**config.mk**
```make
export PLATFORM = sky130hd
export DESIGN_NAME = core_bus_arbiter_flat
export DESIGN_NICKNAME = d
export VERILOG_FILES = /design/src/rtl/core_bus_arbiter_pkg.sv /design/src/rtl/core_bus_arbiter_if.sv /design/src/rtl/bus_arb_grant.sv /design/src/rtl/core_bus_arbiter.sv /design/src/flat_wrapper.sv
export SDC_FILE = /design/constraint.sdc
export NUM_CORES = 1
export LEC_CHECK = 0
export CAP_MARGIN = 20
export CORE_AREA = 4 4 161 163
export DETAILED_ROUTE_END_ITERATION = 10
export DIE_AREA = 0 0 165 167
export PLACE_DENSITY = 0.56
export SYNTH_ARGS = -nofsm -noshare
export SYNTH_HDL_FRONTEND = slang
export SYNTH_SLANG_ARGS = --single-unit
export TNS_END_PERCENT = 1
```
**constraint.sdc**
```tcl
create_clock -name clk -period 2.5 [get_ports clk]
set_input_delay 0.5 -clock clk [delete_from_list [all_inputs] [get_ports clk]]
set_output_delay 0.5 -clock clk [all_outputs]
set_load 0.02 [all_outputs]
```
**src/rtl/core_bus_arbiter_pkg.sv**
```systemverilog
// core_bus_arbiter_pkg: shared types for the core-side bus arbiter.
// Defines the ibus/dbus/cbus request and response payloads and the arbiter FSM and select enums.
// It also provides the ibus->cbus and dbus->cbus request converters.
package core_bus_arbiter_pkg;

    localparam int unsigned ADDR_W = 32;
    localparam int unsigned DATA_W = 64;
    localparam int unsigned STRB_W = DATA_W / 8;
    localparam int unsigned IDAT_W = 32;

    typedef enum logic [1:0] {IDLE = 2'd0, BUSY_I = 2'd1, BUSY_D = 2'd2} arb_state_t;
    typedef enum logic {SEL_I = 1'b0, SEL_D = 1'b1} arb_sel_t;

    typedef enum logic [2:0] {MSIZE1 = 3'd0, MSIZE2 = 3'd1, MSIZE4 = 3'd2, MSIZE8 = 3'd3} msize_t;
    typedef enum logic [3:0] {MLEN1 = 4'd0, MLEN2 = 4'd1, MLEN4 = 4'd3, MLEN8 = 4'd7, MLEN16 = 4'd15} mlen_t;
    typedef enum logic [1:0] {AXI_BURST_FIXED = 2'b00, AXI_BURST_INCR = 2'b01, AXI_BURST_WRAP = 2'b10} axi_burst_t;

    typedef struct packed {
        logic              valid;
        logic [ADDR_W-1:0] addr;
    } ibus_req_t;

    typedef struct packed {
        logic              addr_ok;
        logic              data_ok;
        logic [IDAT_W-1:0] data;
    } ibus_resp_t;

    typedef struct packed {
        logic              valid;
        logic [ADDR_W-1:0] addr;
        msize_t            size;
        logic [STRB_W-1:0] strobe;
        logic [DATA_W-1:0] data;
    } dbus_req_t;

    typedef struct packed {
        logic              addr_ok;
        logic              data_ok;
        logic [DATA_W-1:0] data;
    } dbus_resp_t;

    typedef struct packed {
        logic              valid;
        logic              is_write;
        msize_t            size;
        logic [ADDR_W-1:0] addr;
        logic [STRB_W-1:0] strobe;
        logic [DATA_W-1:0] data;
        mlen_t             len;
        axi_burst_t        burst;
    } cbus_req_t;

    typedef struct packed {
        logic              ready;
        logic              last;
        logic [DATA_W-1:0] data;
    } cbus_resp_t;

    // Instruction fetch: always a single 4-byte read.
    function automatic cbus_req_t ibus_to_cbus(ibus_req_t r);
        cbus_req_t c;
        c          = '0;
        c.valid    = r.valid;
        c.is_write = 1'b0;
        c.size     = MSIZE4;
        c.addr     = r.addr;
        c.strobe   = '0;
        c.len      = MLEN1;
        c.burst    = AXI_BURST_FIXED;
        return c;
    endfunction

    // Data access: any strobe bit set makes it a write.
    function automatic cbus_req_t dbus_to_cbus(dbus_req_t r);
        cbus_req_t c;
        c          = '0;
        c.valid    = r.valid;
        c.is_write = |r.strobe;
        c.size     = r.size;
        c.addr     = r.addr;
        c.strobe   = r.strobe;
        c.data     = r.data;
        c.len      = MLEN1;
        c.burst    = AXI_BURST_FIXED;
        return c;
    endfunction

endpackage

```
**src/rtl/core_bus_arbiter_if.sv**
```systemverilog
// core_bus_arbiter_if: bundles the core-side ibus/dbus and the memory-side cbus.
// slave modport: arbiter view (ireq/dreq/cresp in, iresp/dresp/creq out).
// master modport: the surrounding core + memory view (the reverse).
interface core_bus_arbiter_if;
    import core_bus_arbiter_pkg::*;

    ibus_req_t  ireq;
    ibus_resp_t iresp;
    dbus_req_t  dreq;
    dbus_resp_t dresp;
    cbus_req_t  creq;
    cbus_resp_t cresp;

    modport slave  (input ireq, dreq, cresp, output iresp, dresp, creq);
    modport master (output ireq, dreq, cresp, input iresp, dresp, creq);
endinterface

```
**src/rtl/bus_arb_grant.sv**
```systemverilog
// bus_arb_grant: picks the ibus/dbus winner while the arbiter is idle and keeps the fairness state.
// Ports: clk, reset_n (async active-low), arb_en (arbiter idle), ivalid/dvalid (request valids),
//        grant_c (a grant happens this cycle), sel_c (winner).
// CORE_BUS_ARB_RR_EN defined: round-robin on the last winner.
// Undefined: dbus has priority, limited to MAX_STARVE grants in a row while ibus waits (MAX_STARVE >= 1).
module bus_arb_grant
    import core_bus_arbiter_pkg::*;
#(
    parameter int unsigned MAX_STARVE = 4
) (
    input  logic     clk,
    input  logic     reset_n,
    input  logic     arb_en,
    input  logic     ivalid,
    input  logic     dvalid,
    output logic     grant_c,
    output arb_sel_t sel_c
);

`ifdef CORE_BUS_ARB_RR_EN
    arb_sel_t rr_last;

    // Winner select: alternate when both request, otherwise take whoever is valid.
    always_comb begin
        grant_c = arb_en & (ivalid | dvalid);
        sel_c   = SEL_I;
        if (ivalid && dvalid) begin
            sel_c = (rr_last == SEL_I) ? SEL_D : SEL_I;
        end else if (dvalid) begin
            sel_c = SEL_D;
        end
    end

    // Last-winner register.
    always_ff @(posedge clk or negedge reset_n) begin
        if (!reset_n) begin
            rr_last <= SEL_I;
        end else if (grant_c) begin
            rr_last <= sel_c;
        end
    end
`else
    localparam int unsigned CNT_W = $clog2(MAX_STARVE + 1);

    logic [CNT_W-1:0] starve_cnt;
    logic             d_win;

    // Winner select: the starvation limit only bites when ibus is actually waiting,
    // otherwise a lone dbus request at the limit could never be served.
    always_comb begin
        d_win   = dvalid & (~ivalid | (starve_cnt < CNT_W'(MAX_STARVE)));
        grant_c = arb_en & (d_win | ivalid);
        sel_c   = d_win ? SEL_D : SEL_I;
    end

    // Consecutive dbus grants while ibus waits; cleared by an ibus grant or an uncontended dbus grant.
    always_ff @(posedge clk or negedge reset_n) begin
        if (!reset_n) begin
            starve_cnt <= '0;
        end else if (grant_c) begin
            if (sel_c == SEL_D && ivalid) begin
                if (starve_cnt != CNT_W'(MAX_STARVE)) begin
                    starve_cnt <= starve_cnt + CNT_W'(1);
                end
            end else begin
                starve_cnt <= '0;
            end
        end
    end
`endif

endmodule

```
**src/rtl/core_bus_arbiter.sv**
```systemverilog
// core_bus_arbiter: serialises core ibus (fetch) and dbus (memory stage) requests onto one cbus.
// Ports: clk, reset_n (async active-low), bus (core_bus_arbiter_if.slave: ireq/dreq/cresp in,
//        iresp/dresp/creq out).
// The grant is locked for a whole transaction; creq is driven from a request captured at grant.
// iresp/dresp are combinational from cresp so that addr_ok/data_ok land in the last-beat cycle.
// Option CORE_BUS_ARB_RR_EN selects round-robin arbitration (see bus_arb_grant).
module core_bus_arbiter
    import core_bus_arbiter_pkg::*;
#(
    parameter int unsigned MAX_STARVE = 4
) (
    input  logic                clk,
    input  logic                reset_n,
    core_bus_arbiter_if.slave   bus
);

    localparam logic [1:0] S_IDLE   = 2'(IDLE);
    localparam logic [1:0] S_BUSY_I = 2'(BUSY_I);
    localparam logic [1:0] S_BUSY_D = 2'(BUSY_D);

    logic [1:0] state_q;
    logic [1:0] state_d;
    logic       grant_c;
    arb_sel_t   sel_c;
    logic       done_c;
    cbus_req_t  creq_q;

    bus_arb_grant #(.MAX_STARVE(MAX_STARVE)) u_grant (
        .clk     (clk),
        .reset_n (reset_n),
        .arb_en  (state_q == S_IDLE),
        .ivalid  (bus.ireq.valid),
        .dvalid  (bus.dreq.valid),
        .grant_c (grant_c),
        .sel_c   (sel_c)
    );

    assign done_c = bus.cresp.ready & bus.cresp.last & (state_q != S_IDLE);

    // State register.
    always_ff @(posedge clk or negedge reset_n) begin
        if (!reset_n) begin
            state_q <= S_IDLE;
        end else begin
            state_q <= state_d;
        end
    end

    // Next state: leaving BUSY always passes through IDLE, so no same-cycle regrant.
    always_comb begin
        state_d = state_q;
        case (state_q)
            S_IDLE: begin
                if (grant_c) begin
                    state_d = (sel_c == SEL_D) ? S_BUSY_D : S_BUSY_I;
                end
            end
            S_BUSY_I, S_BUSY_D: begin
                if (done_c) begin
                    state_d = S_IDLE;
                end
            end
            default: state_d = S_IDLE;
        endcase
    end

    // Request hold register: valid exactly while a transaction is outstanding.
    always_ff @(posedge clk or negedge reset_n) begin
        if (!reset_n) begin
            creq_q <= '0;
        end else if (grant_c) begin
            creq_q       <= (sel_c == SEL_D) ? dbus_to_cbus(bus.dreq) : ibus_to_cbus(bus.ireq);
            creq_q.valid <= 1'b1;
        end else if (done_c) begin
            creq_q.valid <= 1'b0;
        end
    end

    assign bus.creq = creq_q;

    // Response steering to the granted side only; fetch picks the 32-bit half by addr[2].
    always_comb begin
        bus.iresp = '0;
        bus.dresp = '0;
        if (done_c && state_q == S_BUSY_I) begin
            bus.iresp.addr_ok = 1'b1;
            bus.iresp.data_ok = 1'b1;
            bus.iresp.data    = creq_q.addr[2] ? bus.cresp.data[63:32] : bus.cresp.data[31:0];
        end
        if (done_c && state_q == S_BUSY_D) begin
            bus.dresp.addr_ok = 1'b1;
            bus.dresp.data_ok = 1'b1;
            bus.dresp.data    = bus.cresp.data;
        end
    end

endmodule
```
**src/flat_wrapper.sv**
```systemverilog
// flat-port wrapper written by rule: the top's interface ports become plain ports
module core_bus_arbiter_flat import core_bus_arbiter_pkg::*;
#(
    parameter int unsigned MAX_STARVE = 4
)
  (clk, reset_n, bus_ireq, bus_dreq, bus_cresp, bus_iresp, bus_dresp, bus_creq);
  core_bus_arbiter_if bus_i ();
  input  logic clk;
  input  logic reset_n;
  input wire logic [$bits(bus_i.ireq)-1:0] bus_ireq;
  input wire logic [$bits(bus_i.dreq)-1:0] bus_dreq;
  input wire logic [$bits(bus_i.cresp)-1:0] bus_cresp;
  output wire logic [$bits(bus_i.iresp)-1:0] bus_iresp;
  output wire logic [$bits(bus_i.dresp)-1:0] bus_dresp;
  output wire logic [$bits(bus_i.creq)-1:0] bus_creq;
  assign bus_i.ireq = bus_ireq;
  assign bus_i.dreq = bus_dreq;
  assign bus_i.cresp = bus_cresp;
  assign bus_iresp = bus_i.iresp;
  assign bus_dresp = bus_i.dresp;
  assign bus_creq = bus_i.creq;
  core_bus_arbiter #(.MAX_STARVE(MAX_STARVE)) u_core (.clk(clk), .reset_n(reset_n), .bus(bus_i));
endmodule
```
==> results.json <==
{
  "num_vias": 5807,
  "setup.worst_path.end_class": "primary output",
  "dr.pass1.iters": 5,
  "power_density_nw_per_um2": 1150,
  "globalRouteOverflowTotal": 0,
  "die_x_um": 165,
  "wl_per_cell_um": 20.1,
  "h-tree-depth": 4,
  "finalHoldViolations": 0,
  "pin_count": 424,
  "placement.cell_area_um2": 10100,
  "stdcell_area_um2": 10600,
  "rows": 57,
  "critPathMaxStageDelay_ns": 0.39,
  "finalWirelength_um": 26000,
  "finalPower_mw": 12.1,
  "grt_pass1_wl_um": 37300,
  "ys_top_cells_by_area": "dfrtp_1, a22o_1, and3_1",
  "regToRegEndpoint": "u_core.bus.creq[74]$_DFFE_PN0P_",
  "drt_iter0_markers": 250,
  "portBuffers": 417,
  "setup_violations": 0,
  "antenna_found_initial": 1,
  "fp.dieH_um": 167,
  "place.gp.congestion": 0.782,
  "worst-path-stages": 7,
  "fp.dieArea_um2": 27600,
  "required_ns": 2.00,
  "start_kind": "flop",
  "status": "complete, no violations",
  "rsz0062_at_grt": "yes",
  "ant_nets": 0,
  "netlist_instances": 545,
  "drv_slew": 0,
  "crit_path_start": "u_core.state_q[1]$_DFFE_PN0P_",
  "cts_buffers": 17,
  "crit_end": "bus_dresp[1]",
  "synthToLayoutAreaGrowth_pct": 92.0,
  "initial_core_util_pct": 22.6,
  "p_leak_nw": 5.01,
  "fin_crit_sh_pct": 98.1,
  "worstPathCellList": "inv_2, ha_4, and3b_2, buf_12, clkbuf_16, and3_1, buf_4",
  "num_antenna_cells": 0,
  "cts_tree": "yes",
  "first_global_vias": 6063,
  "path_max_fanout": 16,
  "ir_worst_vdd_mv": 0.622,
  "cp_data_arrival_time_ns": 1.95,
  "synth_cell_types": 28,
  "fmax_mhz": 408,
  "r2r_start": "u_core.state_q[1]$_DFFE_PN0P_",
  "synth.avg_cell_area_um2": 10.1,
  "drive_above_1_share_pct": 18.3,
  "final.setup_skew_ns": 0.0128,
  "coreArea_um2": 24300,
  "r2r_slack_ns": 0.85,
  "yosys.area.top_type": "dfrtp_1",
  "synth_area_um2": 5510,
  "cts.path.max_buffers": 2,
  "ys_seq_area_share_pct": 51.8,
  "hp-class": "reg -> reg",
  "cp_num_buf_inv": 4,
  "clk_pin_slew_ns": 0.06,
  "ys_warn_count": 0,
  "max_cap_viol_count": 0,
  "clkLatencyLatePin_ns": 0.41,
  "hpwl_um": 19000,
  "ctsRootBufferMaster": "clkbuf_16",
  "drt_drc_violations_left": 0,
  "nNetsFinal": 1168,
  "clkSinkCount": 114,
  "grt_use_total_pct": 17.7,
  "synth_top_area_share_pct": 51.8,
  "critical_path.top_delay_family": "buffers and inverters",
  "reg2reg_depth": 7,
  "crit_slowest_cell": "dfrtp_1",
  "synth-seq-cells": 114,
  "via_per_inst": 4.50,
  "layout_min_cycle_time_ns": 2.45,
  "worstSetupPathType": "reg -> out",
  "grt_max_degree": 66
}
cells in the final DEF, fill, tap and decap left out, types with 3 or more instances in the layout:
cell type and n:
a21oi_1 66, ha_1 4, buf_2 58, inv_6 3, buf_6 13, conb_1 6, and3_4 5, clkdlybuf4s50_1 316
buf_12 14, clkinv_4 3, and3_1 59, nor2_1 65, mux2i_1 32, clkbuf_2 3, buf_4 35, inv_1 4
inv_8 6, a22o_1 77, clkbuf_16 21, dfrtp_1 113, nand2_1 36
per-stage QoR:
step / hold slack, ns / setup slack [ns] / instances / setup TNS [ns] / util (%)
floorplan: 0.204 / 0.340 / 550 / 0 / -
global placement: 0.457 / -0.316 / 1252 / -22.24 / 41.5
detailed placement: 0.458 / -0.324 / 1252 / -22.69 / 41.5
CTS: 0.497 / -0.0840 / 1286 / -0.296 / 42.6
global route: 0.516 / -0.0485 / 1291 / -0.764 / 43.5
finish: 0.485 / 0.0472 / 1291 / 0 / 43.5
report_power, final:
group	internal [mW]	switching [mW]
clock	1.42	1.02
combinational	3.07	3.29
sequential	2.78	0.533
layout make-up:
type                            instances  area (um2)
Timing Repair Buffer                  445        4300
Tap cell                              324         405
Fill cell                            2434       13700
Clock buffer                           17         425
Multi-Input combinational cell        370        2400
Inverter                                6        22.5
Clock inverter                         15         165
Sequential cell                       114        2850
cells in the mapped netlist:
master,number
nand3b_1,2
a311oi_1,1
nand2_1,37
dfrtp_1,114
a21oi_1,66
inv_1,6
o21ai_1,1
clkbuf_1,13
and3_1,64
o21ai_0,1
and2_1,1
mux2_2,1
a21oi_2,1
ha_1,5
conb_1,1
nor4_1,2
buf_2,31
buf_4,15
o21a_1,1
a21boi_2,1
and3b_1,1
mux2i_1,32
nor2_1,66
a22o_1,77
buf_1,1
a21bo_2,1
a22oi_1,1
nor3b_1,2
registers in the layout, summed over array words and instances (netlist names):
register and flops:
u_core.state_q 2, u_core.u_grant.starve_cnt 3, u_core.bus.creq 109
worst reg2reg max path, cell delays in order, from the launching register on:
cell and delay, ns:
dfrtp_1 0.39, inv_2 0.09, ha_4 0.14, buf_4 0.16
nand2_1 0.11, a21oi_4 0.22, buf_12 0.28, a22o_1 0.21
per-layer routing:
metal,vias up,routed length (um),part of all wire (%),GRT usage [%]
li1,2752,-,-,-
met1,2736,9600,37,19.4
met2,285,13000,50,31.0
met3,32,2830,11,7.71
met4,2,521,2.0,4.77
met5,-,12,0.046,0
kinds of logic after synthesis:
group	share of synthesized area [%]
buf+inv	6.23
simple gates	15.3
mux	6.02
other cells	0.0681
flops	51.8
compound gates	19.4
fa+ha+maj	1.14
what timing repair did:
item / CTS / global route
gates resized for setup: 349 / 80
setup endpoints to repair: 93 / 96
pin swaps: 0 / 2
hold buffers: 1 / 0
buffers inserted: 0 / 1
cloned: 1 / 4
hold endpoints to repair: 7 / 0
worst min-delay path by stage:
stage / depth (start not counted) / to / slack (ns) / from
2_1_floorplan: 0 / u_core.bus.creq[100]$_DFFE_PN0P_ / 0.20 / reset_n
5_1_grt: 1 / u_core.bus.creq[30]$_DFFE_PN0P_ / 0.52 / u_core.bus.creq[30]$_DFFE_PN0P_
4_1_cts: 2 / u_core.bus.creq[114]$_DFFE_PN0P_ / 0.50 / u_core.bus.creq[114]$_DFFE_PN0P_
6_report: 2 / u_core.bus.creq[114]$_DFFE_PN0P_ / 0.49 / u_core.bus.creq[114]$_DFFE_PN0P_
3_3_place_gp: 1 / u_core.bus.creq[57]$_DFFE_PN0P_ / 0.46 / reset_n
3_5_place_dp: 1 / u_core.bus.creq[57]$_DFFE_PN0P_ / 0.46 / reset_n
(Power assumes the default switching activity.)
